$ cat src/rtl/updown_counter_pkg.sv
// Shared mode and direction encodings for the parametrised up/down counter.
package updown_counter_pkg;

    localparam logic [1:0] MODE_WRAP   = 2'b00;
    localparam logic [1:0] MODE_SAT    = 2'b01;
    localparam logic [1:0] MODE_BOUNCE = 2'b10;

    localparam logic DIR_UP   = 1'b1;
    localparam logic DIR_DOWN = 1'b0;

endpackage

$ cat src/rtl/counter_next_calc.sv
// Next-count arithmetic: boundary detection plus wrap/saturate/bounce resolution.
// Purely combinational; all math is done one bit wider than the count so nothing overflows.
module counter_next_calc
    import updown_counter_pkg::*;
#(
    parameter int WIDTH   = 4,
    parameter int MIN_VAL = 0,
    parameter int MAX_VAL = 2**WIDTH-1,
    parameter int STEP    = 1
) (
    input  logic [WIDTH-1:0] q_i,
    input  logic             d_i,
    input  logic [1:0]       mode_i,
    output logic [WIDTH-1:0] q_next_o,
    output logic             boundary_o,
    output logic             dir_next_o
);

    localparam int XW = WIDTH + 1;
    localparam logic [XW-1:0] MIN_X   = XW'(MIN_VAL);
    localparam logic [XW-1:0] MAX_X   = XW'(MAX_VAL);
    localparam logic [XW-1:0] STEP_X  = XW'(STEP);
    localparam logic [XW-1:0] RANGE_X = XW'(MAX_VAL - MIN_VAL + 1);

    logic [XW-1:0] q_x;
    logic [XW-1:0] up_sum;
    logic [XW-1:0] dn_diff;
    logic [XW-1:0] next_x;

    always_comb begin
        q_x        = {1'b0, q_i};
        up_sum     = q_x + STEP_X;
        dn_diff    = q_x - STEP_X;
        boundary_o = (d_i == DIR_UP) ? (up_sum > MAX_X) : (q_x < MIN_X + STEP_X);
        next_x     = (d_i == DIR_UP) ? up_sum : dn_diff;
        dir_next_o = d_i;

        if (boundary_o) begin
            unique case (mode_i)
                MODE_SAT: begin
                    next_x = (d_i == DIR_UP) ? MAX_X : MIN_X;
                end
                MODE_BOUNCE: begin
                    // Reflect the overshoot back off the bound and turn around.
                    next_x     = (d_i == DIR_UP) ? (MAX_X + MAX_X - up_sum)
                                                 : (MIN_X + MIN_X + STEP_X - q_x);
                    dir_next_o = ~d_i;
                end
                default: begin
                    next_x = (d_i == DIR_UP) ? (up_sum - RANGE_X)
                                             : (q_x + RANGE_X - STEP_X);
                end
            endcase
        end

        q_next_o = WIDTH'(next_x);
    end

endmodule

$ cat src/rtl/updown_counter_param.sv
// Parametrised up/down counter with load, wrap/saturate/bounce modes and a registered tc pulse.
// Registers and priority (reset > load > pause > count) live here; arithmetic is in counter_next_calc.
module updown_counter_param
    import updown_counter_pkg::*;
#(
    parameter int WIDTH   = 4,
    parameter int MIN_VAL = 0,
    parameter int MAX_VAL = 2**WIDTH-1,
    parameter int STEP    = 1
) (
    input  logic             clk,
    input  logic             reset,
    input  logic             pause,
    input  logic             UP_DOWN,
    input  logic             load,
    input  logic [WIDTH-1:0] load_val,
    input  logic [1:0]       mode,
    output logic [WIDTH-1:0] Q,
    output logic             dir,
    output logic             tc,
    output logic             at_max,
    output logic             at_min
);

    if (!(MIN_VAL >= 0 && MIN_VAL < MAX_VAL && MAX_VAL <= 2**WIDTH-1)) begin : g_bad_bounds
        $error("updown_counter_param: need 0 <= MIN_VAL < MAX_VAL <= 2**WIDTH-1");
    end
    if (!(STEP >= 1 && STEP <= MAX_VAL - MIN_VAL)) begin : g_bad_step
        $error("updown_counter_param: need 1 <= STEP <= MAX_VAL-MIN_VAL");
    end

    localparam logic [WIDTH-1:0] MIN_W = WIDTH'(MIN_VAL);
    localparam logic [WIDTH-1:0] MAX_W = WIDTH'(MAX_VAL);

    logic [WIDTH-1:0] q_q, q_d;
    logic             dir_q, dir_d;
    logic             tc_q, tc_d;

    logic             cnt_dir;
    logic [WIDTH-1:0] calc_q;
    logic             calc_boundary;
    logic             calc_dir;
    logic [WIDTH-1:0] load_clamped;

    // BOUNCE follows its own stored direction; the other modes obey UP_DOWN.
    assign cnt_dir = (mode == MODE_BOUNCE) ? dir_q : UP_DOWN;

    counter_next_calc #(
        .WIDTH   (WIDTH),
        .MIN_VAL (MIN_VAL),
        .MAX_VAL (MAX_VAL),
        .STEP    (STEP)
    ) u_next_calc (
        .q_i        (q_q),
        .d_i        (cnt_dir),
        .mode_i     (mode),
        .q_next_o   (calc_q),
        .boundary_o (calc_boundary),
        .dir_next_o (calc_dir)
    );

    always_comb begin
        load_clamped = load_val;
        if (load_val < MIN_W) begin
            load_clamped = MIN_W;
        end else if (load_val > MAX_W) begin
            load_clamped = MAX_W;
        end
    end

    always_comb begin
        q_d   = q_q;
        dir_d = dir_q;
        tc_d  = 1'b0;
        if (load) begin
            q_d   = load_clamped;
            dir_d = UP_DOWN;
        end else if (!pause) begin
            q_d   = calc_q;
            dir_d = calc_dir;
            tc_d  = calc_boundary;
        end
    end

    always_ff @(posedge clk) begin
        if (reset) begin
            q_q   <= MIN_W;
            dir_q <= DIR_UP;
            tc_q  <= 1'b0;
        end else begin
            q_q   <= q_d;
            dir_q <= dir_d;
            tc_q  <= tc_d;
        end
    end

    assign Q      = q_q;
    assign dir    = dir_q;
    assign tc     = tc_q;
    assign at_max = (q_q == MAX_W);
    assign at_min = (q_q == MIN_W);

endmodule

$ cat config.mk
export PLATFORM = sky130hd
export DESIGN_NAME = updown_counter_param
export DESIGN_NICKNAME = d
export VERILOG_FILES = /design/src/rtl/updown_counter_pkg.sv /design/src/rtl/counter_next_calc.sv /design/src/rtl/updown_counter_param.sv
export SDC_FILE = /design/constraint.sdc
export NUM_CORES = 1
export LEC_CHECK = 0
export ABC_AREA = 1
export BUFFER_PORTS_ARGS = -buffer_cell sky130_fd_sc_hd__buf_2
export CORE_MARGIN = 5
export CORE_UTILIZATION = 35
export CTS_CLUSTER_DIAMETER = 50
export DETAILED_ROUTE_END_ITERATION = 6
export SYNTH_ARGS = -nofsm -noshare
export SYNTH_HDL_FRONTEND = slang
export SYNTH_HIERARCHICAL = 1
export SYNTH_SLANG_ARGS = --single-unit
$ cat constraint.sdc
create_clock -name clk -period 2.05 [get_ports clk]
set_clock_uncertainty 0.15 [all_clocks]
set_input_delay 0.205 -clock clk [delete_from_list [all_inputs] [get_ports clk]]
set_output_delay 0.205 -clock clk [all_outputs]
set_load 0.005 [all_outputs]
Yosys cells after proc, flatten, opt, wreduce, memory -nomap -nowiden

Cells that the tools add are included.

$add $sub $neg: 7
Equality and inequality tests: 4
Reductions and logical operators: 2
Bitwise logic cells: 1
Mux-type cells: 16
Magnitude comparators: 4

Operator list:

| operator              | number |
|---|---|
| $mux W4               | 9 |
| $sub A4 B1 Y4 const B | 3 |
| $lt A4 B1 Y1 const B  | 2 |
| $pmux W4 S2           | 1 |
| $mux W1               | 6 |
| $add A4 B1 Y5 const B | 1 |
| $gt A5 B4 Y1 const B  | 1 |
| $add A4 B1 Y4 const B | 1 |
| $eq A4 B4 Y1 const B  | 1 |
| $gt A4 B4 Y1 const B  | 1 |
| $logic_not A4 Y1      | 1 |
| $sub A1 B4 Y4 const A | 1 |
| $sub A4 B4 Y4 const A | 1 |
| $reduce_or A3 Y1      | 1 |
| $eq A2 B1 Y1 const B  | 1 |
| $eq A2 B2 Y1 const B  | 1 |
| $ne A2 B1 Y1 const B  | 1 |
| $not A1 Y1            | 1 |

Flip-flop bits (word level): 6
Input port bits: 11
Output and inout bits: 8

Longest topological paths before layout

Depth in word-level cells: 7
Depth in mapped cells: 16

Cells and area by module

The synthesis kept the hierarchy.

By module, submodules not included:

| module               | times used | cells each | area each (um^2) | seq. area each (um^2) |
|---|---|---|---|---|
| counter_next_calc    | 1          | 91         | 519.2            | 0.0 |
| updown_counter_param | 1          | 48         | 316.6            | 120.1 |

Worst setup path before layout

Ideal clock, no wire load.

Path kind: register to register
From: register q_q[0], in the netlist Q[0]
To: register q_q[3], in the netlist Q[3]
Buffers on the path: 1
Slack: 0.004 ns
Period minus slack after synthesis: 2.046 ns
Stages on the path, launching flop included: 15
Required time: 1.791 ns
Arrival time: 1.787 ns
Cells stage by stage: dfxtp_1 > buf_6 > inv_1 > ha_1 > inv_1 > nor2_2 > nand3_2 > o21bai_4 > nand3_1 > nor2_1 > nor2_1 > nand2_1 > nand3_1 > nand2_1 > inv_1

Cells in the longest elaborated chain, start to end: 7

RTL lines:

| item                                           | RTL line                                         | RTL |
|---|---|---|
| from (decl)                                    | updown_counter_param.sv:35                       | `logic [WIDTH-1:0] q_q, q_d;` |
| from (signal assigned)                         | updown_counter_param.sv:91                       | `q_q <= q_d;` |
| $add A4 B1 Y4 or $add A4 B1 Y5 (tied branches) | counter_next_calc.sv:51, counter_next_calc.sv:32 |  |
| $sub A4 B1 Y4, or another cell as far along    | counter_next_calc.sv:51                          | `: (q_x + RANGE_X - STEP_X);` |
| $mux W4, on equally long branches              | counter_next_calc.sv:50, counter_next_calc.sv:45 |  |
| $pmux W4 S2                                    | counter_next_calc.sv:39                          | `unique case (mode_i)` |
| $mux W4 *                                      | counter_next_calc.sv:38                          | `if (boundary_o) begin` |
| net calc_q[3]                                  | updown_counter_param.sv:40                       | `logic [WIDTH-1:0] calc_q;` |
| $mux W4 *                                      | updown_counter_param.sv:78                       | `end else if (!pause) begin` |
| $mux W4 *                                      | updown_counter_param.sv:75                       | `if (load) begin` |

The timed path passes the listed nets; every way through them passes the cells marked *. The select of a mux whose other input is x is not followed.
A chain may end at the register's enable or synchronous reset.

Worst setup path in the final report

Same ends and word-level chain as after synthesis.

==> reports/metrics.yaml <==
outcome: "finished clean"
setup_viol_count_final: 0
hold_violations: 0
synthCells: 139
timing_max_transition_violations_final: 0
postRouteWirelength_um: 2030
dr.pass1.iters: 4
nets: 185
avgViaCountPerCell: 4.73
clk_pin_slew_ns: 0.05
chipHeight_um: 58.9
cts_tree: "done"
grtUsageTotal_pct: 12.8
slew_headroom_pct: 76.9
dp_hpwl_um: 1660
worst_slack_ns: 0.155
die-area_um2: 3470
path_class: "flip-flop to flip-flop"
start_util_pct: 37.1
cp.required_ns: 2.10
yosys_most_used_dff: "dfxtp_1"
start_kind: "flip-flop"
n_antenna_cell: 0
synthTopCellsByCount: "nand2_1 (45), inv_1 (19), nand3_1 (16)"
area_growth_pct: 24.9
ys_seq_area_share_pct: 14.4
drive_gt1_share_pct: 29.9
drt-wirelength-per-cell_um: 10.6
place.gp.congestion: 0.863
clock.fmax_mhz: 528
p_per_area_nw_per_um2: 481
dpl.cell_count: 187
avgSynthCellArea_um2: 6.01
worstHoldPathType: "input pin to flip-flop"
reg2reg_slack_ns: 0.15
path_cells: "inv_2 -> ha_4 -> inv_1 -> nor2_2 -> nand3_2 -> o21bai_4 -> nand3_2 -> nand2_1 -> inv_1 -> nor2_1 -> nand2_1 -> nand3_1 -> nand2_1 -> inv_1"
post-place-ws_ns: 0.0918
die_w_um: 58.9
grt_max_degree: 14
ys_ff_latch: 6
num_rows: 17
cp.arrival_ns: 1.94
cp-end-kind: "flip-flop"
synth_nets: 158
crit_fanout: 5
grt_first_pass_wirelength_um: 3490
clk_latency_ns: 0.25
ant_nets: 0
ys_types: 27
maxCapViolCount: 0
cts_buffer_depth: 2
syn-cell-area_um2: 836
ir_worst_vdd_mv: 0.376
async_flop_share_pct: 0
critical-path-slowest-cell: "dfxtp_1"
cp.buffers_inverters: 4
port_buffers: 18
yosys_warnings: 6
yosys.area.top_type: "nand2_1"
final_util_pct: 46.3
cts_num_sinks: 6
numCtsBuffers: 3
crit_path_max_incr_delay_ns: 0.36
route.detailed.drc: 0
core_area_um2: 2250
dr.first_iter.drc_count: 24
tightest_slew_ns: 0.346
fin_crit_sh_pct: 92.4
antenna_found_initial: 0
synth_edf_count: 0
fin_setup_tns_ns: 0
cts-root-buf: "clkbuf_4"
yosys-top-cells-area: "nand2_1 (20%), dfxtp_1 (14%), ha_1 (12%), nand3_1 (9.6%), inv_1 (8.5%)"
finalNonFillerCells: 192
overflow: 0
first_global_vias: 860
via_count: 909
p_leak_nw: 0.572
synth_top_area_share_pct: 20.2
io_pins: 19
crit_family: "simple AND/OR/NAND/NOR gates"
cts_max_level: 1
yosys.cell_count.top_type: "nand2_1"
period_minus_slack_ns: 1.90
registers in the layout, indices dropped and copies added (netlist names):
name	count
tc	1
dir	1
Q	4
cells in the final DEF, fill, tap and decap left out, types with 4 or more instances in the layout:
| cell | instances |
|---|---|
| nand2_2 | 5 |
| ha_1 | 5 |
| nand3_1 | 16 |
| inv_1 | 17 |
| a21oi_1 | 4 |
| buf_2 | 18 |
| inv_2 | 5 |
| nor2_1 | 7 |
| nand2_1 | 44 |
| dfxtp_1 | 5 |
| buf_4 | 4 |
| o21ai_0 | 7 |
worst register-to-register path, cell delays in order, from the launching register on:
cell	delay, ns
dfxtp_1	0.36
inv_2	0.08
ha_4	0.28
inv_1	0.06
nor2_2	0.09
nand3_2	0.10
o21bai_4	0.19
nand3_2	0.10
nand2_1	0.07
inv_1	0.04
nor2_1	0.10
nand2_1	0.07
nand3_1	0.07
nand2_1	0.05
inv_1	0.04
final timing paths:
check	start	endpoint	cells after the start
max reg2reg	Q[0]	Q[3]	14
min reg2reg	dir	dir	2
min	UP_DOWN	dir	3
max	Q[0]	Q[3]	14
per-layer routing:
metal / up-vias / part of all wire, % / GRT usage [%] / wire length [um]
met1: 401 / 43 / 14.9 / 882
met4: 0 / 0.94 / 4.85 / 19
met3: 2 / 3.1 / 0.658 / 62
met5: - / 0 / 0 / 0
met2: 15 / 52 / 24.0 / 1070
li1: 491 / - / - / -
area by class of cell:
type	count	area [um2]
repair buffers	24	141
fillers	268	1210
multi-input cells	107	618
inverters	24	105
well taps	28	35.0
clock buffers	3	22.5
flip-flops and latches	6	121
logic make-up (layout without fill, tap and decap cells):
logic type | count (synthesis) | count (layout) | share of synthesized area [%]
and+or+nand+nor | 80 | 80 | 44.2
buffers and inverters | 26 | 51 | 14.5
AOI/OAI and AO/OA | 16 | 16 | 11.8
adders and majority gates | 8 | 8 | 12.0
DFF | 6 | 6 | 14.4
xor gates and xnor gates | 3 | 3 | 3.14
through the flow:
| stage | hold slack [ns] | power (W) | cell area, um2 |
|---|---|---|---|
| global route | 0.0639 | 0.000553 | 1040 |
| detailed placement | 0.251 | 0.000377 | 975 |
| global placement | 0.249 | 0.000376 | 975 |
| floorplan | 0.127 | 0.000309 | 836 |
| CTS | 0.0362 | 0.000495 | 1010 |
| finish | 0.0390 | 0.000502 | 1040 |
report_power, final:
part,switching (W),internal [W]
clock,0.0000454,0.0000664
sequential,0.0000129,0.000126
combinational,0.000142,0.000108
timing repair:
action	CTS	global route
endpoints found under the hold margin	1	0
hold buffers	1	0
gates resized for setup	0	10
setup endpoints to repair	0	4
setup buffers	0	1
Power figures use the tool's default switching activity.
